**src/rtl/can_frame_sequencer.sv**
```systemverilog
// Transmit sequencer for the CAN data-frame path: steps the field blocks in
// order, handles arbitration loss and errors, and retries failed frames.
module can_frame_sequencer #(
  parameter int MAX_RETRIES = 3,
  parameter int IFS_BITS    = 3
) (
  input  logic       clock,
  input  logic       reset_n,
  input  logic       sample_point,
  input  logic       tx_request,
  input  logic [3:0] dlc,
  input  logic       sof_complete,
  input  logic       arb_complete,
  input  logic       ctrl_complete,
  input  logic       data_complete,
  input  logic       crc_complete,
  input  logic       ack_complete,
  input  logic       eof_complete,
  input  logic       arb_lost,
  input  logic       error_detected,
  output logic [7:0] field_en,
  output logic [3:0] dlc_latched,
  output logic       tx_busy,
  output logic       tx_done,
  output logic       tx_failed,
  output logic [2:0] retry_count
);

  typedef enum logic [3:0] {
    IDLE, SOF, ARB, CTRL, DATA, CRC, ACK, EOF, IFS
  } state_t;

  state_t     state;
  logic [2:0] ifs_count;
  logic       success;
  logic       drop;

  // NOTE: every register below uses non-blocking assignments so all state
  // updates on the same edge see the pre-edge values of each other.
  always_ff @(posedge clock or negedge reset_n) begin
    if (!reset_n) begin
      state       <= IDLE;
      dlc_latched <= '0;
      tx_done     <= 1'b0;
      tx_failed   <= 1'b0;
      retry_count <= '0;
      ifs_count   <= '0;
      success     <= 1'b0;
      drop        <= 1'b0;
    end else begin
      tx_done   <= 1'b0;
      tx_failed <= 1'b0;
      unique case (state)
        IDLE: begin
          // A dropped frame blocks new starts until the host releases tx_request.
          if (drop) begin
            if (!tx_request) drop <= 1'b0;
          end else if (sample_point && tx_request) begin
            state       <= SOF;
            dlc_latched <= dlc;
          end
        end
        IFS: begin
          if (sample_point) begin
            if (ifs_count == 3'(IFS_BITS - 1)) begin
              state     <= IDLE;
              ifs_count <= '0;
              if (success) begin
                tx_done     <= 1'b1;
                retry_count <= '0;
              end else if (retry_count > 3'(MAX_RETRIES)) begin
                tx_failed   <= 1'b1;
                retry_count <= '0;
                drop        <= 1'b1;
              end
            end else begin
              ifs_count <= ifs_count + 3'd1;
            end
          end
        end
        default: begin
          if (error_detected) begin
            state     <= IFS;
            ifs_count <= '0;
            success   <= 1'b0;
            if (retry_count != 3'd7) retry_count <= retry_count + 3'd1;
          end else if (arb_lost && state == ARB) begin
            state     <= IFS;
            ifs_count <= '0;
            success   <= 1'b0;
          end else begin
            unique case (state)
              SOF:  if (sof_complete)  state <= ARB;
              ARB:  if (arb_complete)  state <= CTRL;
              CTRL: if (ctrl_complete) state <= (dlc_latched == 4'd0) ? CRC : DATA;
              DATA: if (data_complete) state <= CRC;
              CRC:  if (crc_complete)  state <= ACK;
              ACK:  if (ack_complete)  state <= EOF;
              EOF: begin
                if (eof_complete) begin
                  state     <= IFS;
                  ifs_count <= '0;
                  success   <= 1'b1;
                end
              end
              default: ;
            endcase
          end
        end
      endcase
    end
  end

  // NOTE: defaulting field_en before the case keeps this purely combinational.
  always_comb begin
    field_en = '0;
    unique case (state)
      SOF:     field_en = 8'h01;
      ARB:     field_en = 8'h02;
      CTRL:    field_en = 8'h04;
      DATA:    field_en = 8'h08;
      CRC:     field_en = 8'h10;
      ACK:     field_en = 8'h20;
      EOF:     field_en = 8'h40;
      IFS:     field_en = 8'h80;
      default: field_en = '0;
    endcase
  end

  assign tx_busy = (state != IDLE);

endmodule
```
**config.mk**
```make
export PLATFORM = sky130hd
export DESIGN_NAME = can_frame_sequencer
export DESIGN_NICKNAME = d
export VERILOG_FILES = /design/src/rtl/can_frame_sequencer.sv
export SDC_FILE = /design/constraint.sdc
export NUM_CORES = 1
export LEC_CHECK = 0
export CAP_MARGIN = 20
export CELL_PAD_IN_SITES_DETAIL_PLACEMENT = 0
export CELL_PAD_IN_SITES_GLOBAL_PLACEMENT = 2
export CORE_MARGIN = 2
export CORE_UTILIZATION = 30
export DETAILED_ROUTE_END_ITERATION = 8
export GPL_ROUTABILITY_DRIVEN = 0
export GPL_TIMING_DRIVEN = 0
export HOLD_SLACK_MARGIN = 0.03
export PLACE_DENSITY_LB_ADDON = 0.1
export SYNTH_ARGS = -nofsm -noshare
export SYNTH_HDL_FRONTEND = slang
export SYNTH_SLANG_ARGS = --single-unit
```
**constraint.sdc**
```tcl
create_clock -name clock -period 3.64 [get_ports clock]
set_input_delay 0.728 -clock clock [delete_from_list [all_inputs] [get_ports clock]]
set_output_delay 0.728 -clock clock [all_outputs]
set_load 0.02 [all_outputs]
```
==> impl_metrics.ini <==
[grt]
grt-busiest-layer = met2
grtUsageTotal_pct = 14.6
gr-usage-met2_pct = 25.2
grtUsageMet3_pct = 3.33
grt_max_degree = 19
grt_overflow = 0
grtUsageMet1_pct = 18.6
antenna_found_initial = 0
grt_pass1_wl_um = 4940
grt_pass1_vias = 1040

[place]
post-dp-hpwl_um = 2300
port_buffers = 34
placed_cells = 211

[critical_path]
r2r_end = state[0]
crit_path_end_kind = output pin
rrSetupSlack_ns = 1.75
slowest_delay_ns = 0.61
worstSetupStartpointType = flip-flop
crit_slowest_cell = clkdlybuf4s50_1
critPathKind = flip-flop to output pin
cp_data_arrival_time_ns = 2.18
reg2reg_depth = 6
r2r-start = state[0]
cp_max_fo = 10
path_cells = buf_6 > nor3_2 > nand2_1 > inv_1 > clkdlybuf4s50_1
crit_required_ns = 2.91

[clock_tree]
worstSkewPairLatency_ns = 0.26
htree_levels = 1
cts_tree = done
hold_buffers = 0
cts_resized = 0
cts_sinks = 18
cts_root_buf = clkbuf_8
cts_setup_buffers = 0
clk_path_buf_depth = 2
path_clk_slew_ns = 0.07
cts_buffers = 3

[sta]
tightest_slew_ns = 0.848
setup_viol_count_final = 0
setup_tns_ns = 0
finalMaxSlewViolations = 0
rsz0062_at_grt = no
max-slew-margin-rel_pct = 43.3
fin_crit_ns = 2.91
hold_viol = 0
max_clock_freq_mhz = 344
period_share_pct = 79.9
fin_skew_ns = 0.00633

[drt]
drt-pass1-iter-count = 4
drt-total-wl_um = 3050
drc = 0
via_count = 1077
wl_per_cell_um = 14.2
drtIter0Drc = 25
detail-route-antenna-nets = 0
routed_via_density = 5.03

[final_layout]
fillers = 400
area_delta_synth_final_pct = 36.9
fin_cells = 214
multiInputGateArea_sq_um = 673
layout-drive-gt1-share_pct = 12.7
regArea_sq_um = 450
final_nets = 188
antenna_cells = 0
most-common-layout-cells = clkdlybuf4s50_1, dfrtp_1, nor2_1
layout_commonest_cell = clkdlybuf4s50_1

[min_path]
hp-class = flip-flop to flip-flop
hold_path_end = drop
worstHoldStart = drop
hold_depth = 2

[power_and_ir_drop]
powerDensity_nw_per_um2 = 685
power.leakage_nw = 0.691
worst_ir_drop_vdd_mv = 0.279

[floorplan]
initial_core_util_pct = 32.0
die_w_um = 67.2
die_area_sq_um = 4510
coreArea_sq_um = 3740
row_count = 22
die_y_um = 67.2
io_pins = 35

[yosys]
yosysTopAreaCellShare_pct = 37.6
synth_area_leader_cell = dfrtp_1
syn_nets = 149
yosys_warnings = 0
synthCells = 129
netlist_top_cells_area = dfrtp_1, mux2_2, nor2_1
postSynthAreaPerCell_sq_um = 9.28
seq_area_frac_synth_pct = 37.6
synth_cell_type_count = 41
ys_seq_elements = 18
syn_area_sq_um = 1200

[job]
maxCapViolations = 0

[outcome]
status = finished clean
-- where the power goes --
group | switching [W] | total [W] | internal (W)
Sequential | 0.0000669 | 0.000332 | 0.000265
Combinational | 0.000347 | 0.000649 | 0.000302
Clock | 0.0000681 | 0.000142 | 0.0000736
Total | 0.000482 | 0.00112 | 0.000640
-- per-stage QoR --
step | util, % | hold WS, ns | area, sq um | worst slack [ns] | total power, W
final | 43.8 | 0.530 | 1640 | 0.730 | 0.00112
after global routing | 43.8 | 0.551 | 1640 | 0.540 | 0.00122
after CTS | 43.8 | 0.537 | 1640 | 0.679 | 0.00114
after detailed placement | 42.7 | 0.524 | 1600 | 0.986 | 0.000992
after global placement | 42.7 | 0.511 | 1600 | 0.993 | 0.000989
after floorplan | - | 0.432 | 1200 | 1.60 | 0.000758
-- Yosys cell counts --
cell type  number
a211o_1         1
a21o_1          2
a21oi_1        10
a221oi_2        1
a22o_1          1
and3_1          4
and3b_1         1
and4b_1         1
buf_2           2
buf_6           2
clkbuf_1        2
dfrtp_1        18
ha_1            3
inv_1           8
inv_2           1
mux2_2          5
mux2i_1         3
mux4_2          1
nand2_1         9
nand2b_1        1
nand3_1         1
nand3b_1        5
nand4_1         2
nand4bb_1       1
nor2_1         14
nor2b_1         3
nor3_1          6
nor3_2          1
nor4b_2         1
nor4bb_1        1
o211ai_1        1
o211ai_2        1
o21a_1          2
o21ai_0         3
o21ai_1         4
o221ai_2        1
o31ai_1         2
o41ai_2         1
or3_1           1
or3_4           1
xnor2_1         1
-- critical path, delay by kind of cell (launching register included) --
kind | cells | cell delay [ns]
flip-flops | 1 | 0.38
buffers and inverters | 3 | 0.87
AND/OR/NAND/NOR | 2 | 0.67
-- how the worst max path moves through the flow --
stage / endpoint / from / depth (start not counted) / slack, ns
6_report: field_en[7] / state[0] / 5 / 0.73
5_1_grt: field_en[7] / state[0] / 5 / 0.54
4_1_cts: field_en[7] / state[0] / 5 / 0.68
3_5_place_dp: field_en[7] / state[0] / 5 / 0.99
3_3_place_gp: field_en[7] / state[0] / 5 / 0.99
2_1_floorplan: field_en[3] / state[2] / 4 / 1.60
-- final cells by class --
| class | count | area share (%) |
|---|---|---|
| Inverter | 9 | 2.06 |
| Sequential cell | 18 | 27.5 |
| Multi-Input combinational cell | 96 | 41.1 |
| Tap cell | 48 | 3.66 |
| Timing Repair Buffer | 34 | 20.8 |
| Buffer | 6 | 2.44 |
| Clock buffer | 3 | 2.52 |
-- per-layer routing --
| metal | share of wire (%) | wire length (um) |
|---|---|---|
| met1 | 48 | 1450 |
| met2 | 47 | 1450 |
| met3 | 4.3 | 130 |
| met4 | 0.66 | 20 |
| met5 | 0 | 0 |
-- logic make-up after synthesis --
| family | count (synthesis) | share of synthesized area [%] |
|---|---|---|
| compound gates | 30 | 17.9 |
| xor+xnor | 1 | 0.732 |
| fa+ha+maj | 3 | 3.14 |
| buf+inv | 15 | 6.17 |
| flops | 18 | 37.6 |
| mux | 9 | 9.09 |
| simple gates | 53 | 25.4 |
-- state kept, by name, indices dropped and copies added, names as in the netlist --
| name | flops |
|---|---|
| tx_done | 1 |
| ifs_count | 3 |
| tx_failed | 1 |
| retry_count | 3 |
| success | 1 |
| drop | 1 |
| dlc_latched | 4 |
| state | 4 |
(Power assumes the default switching activity.)
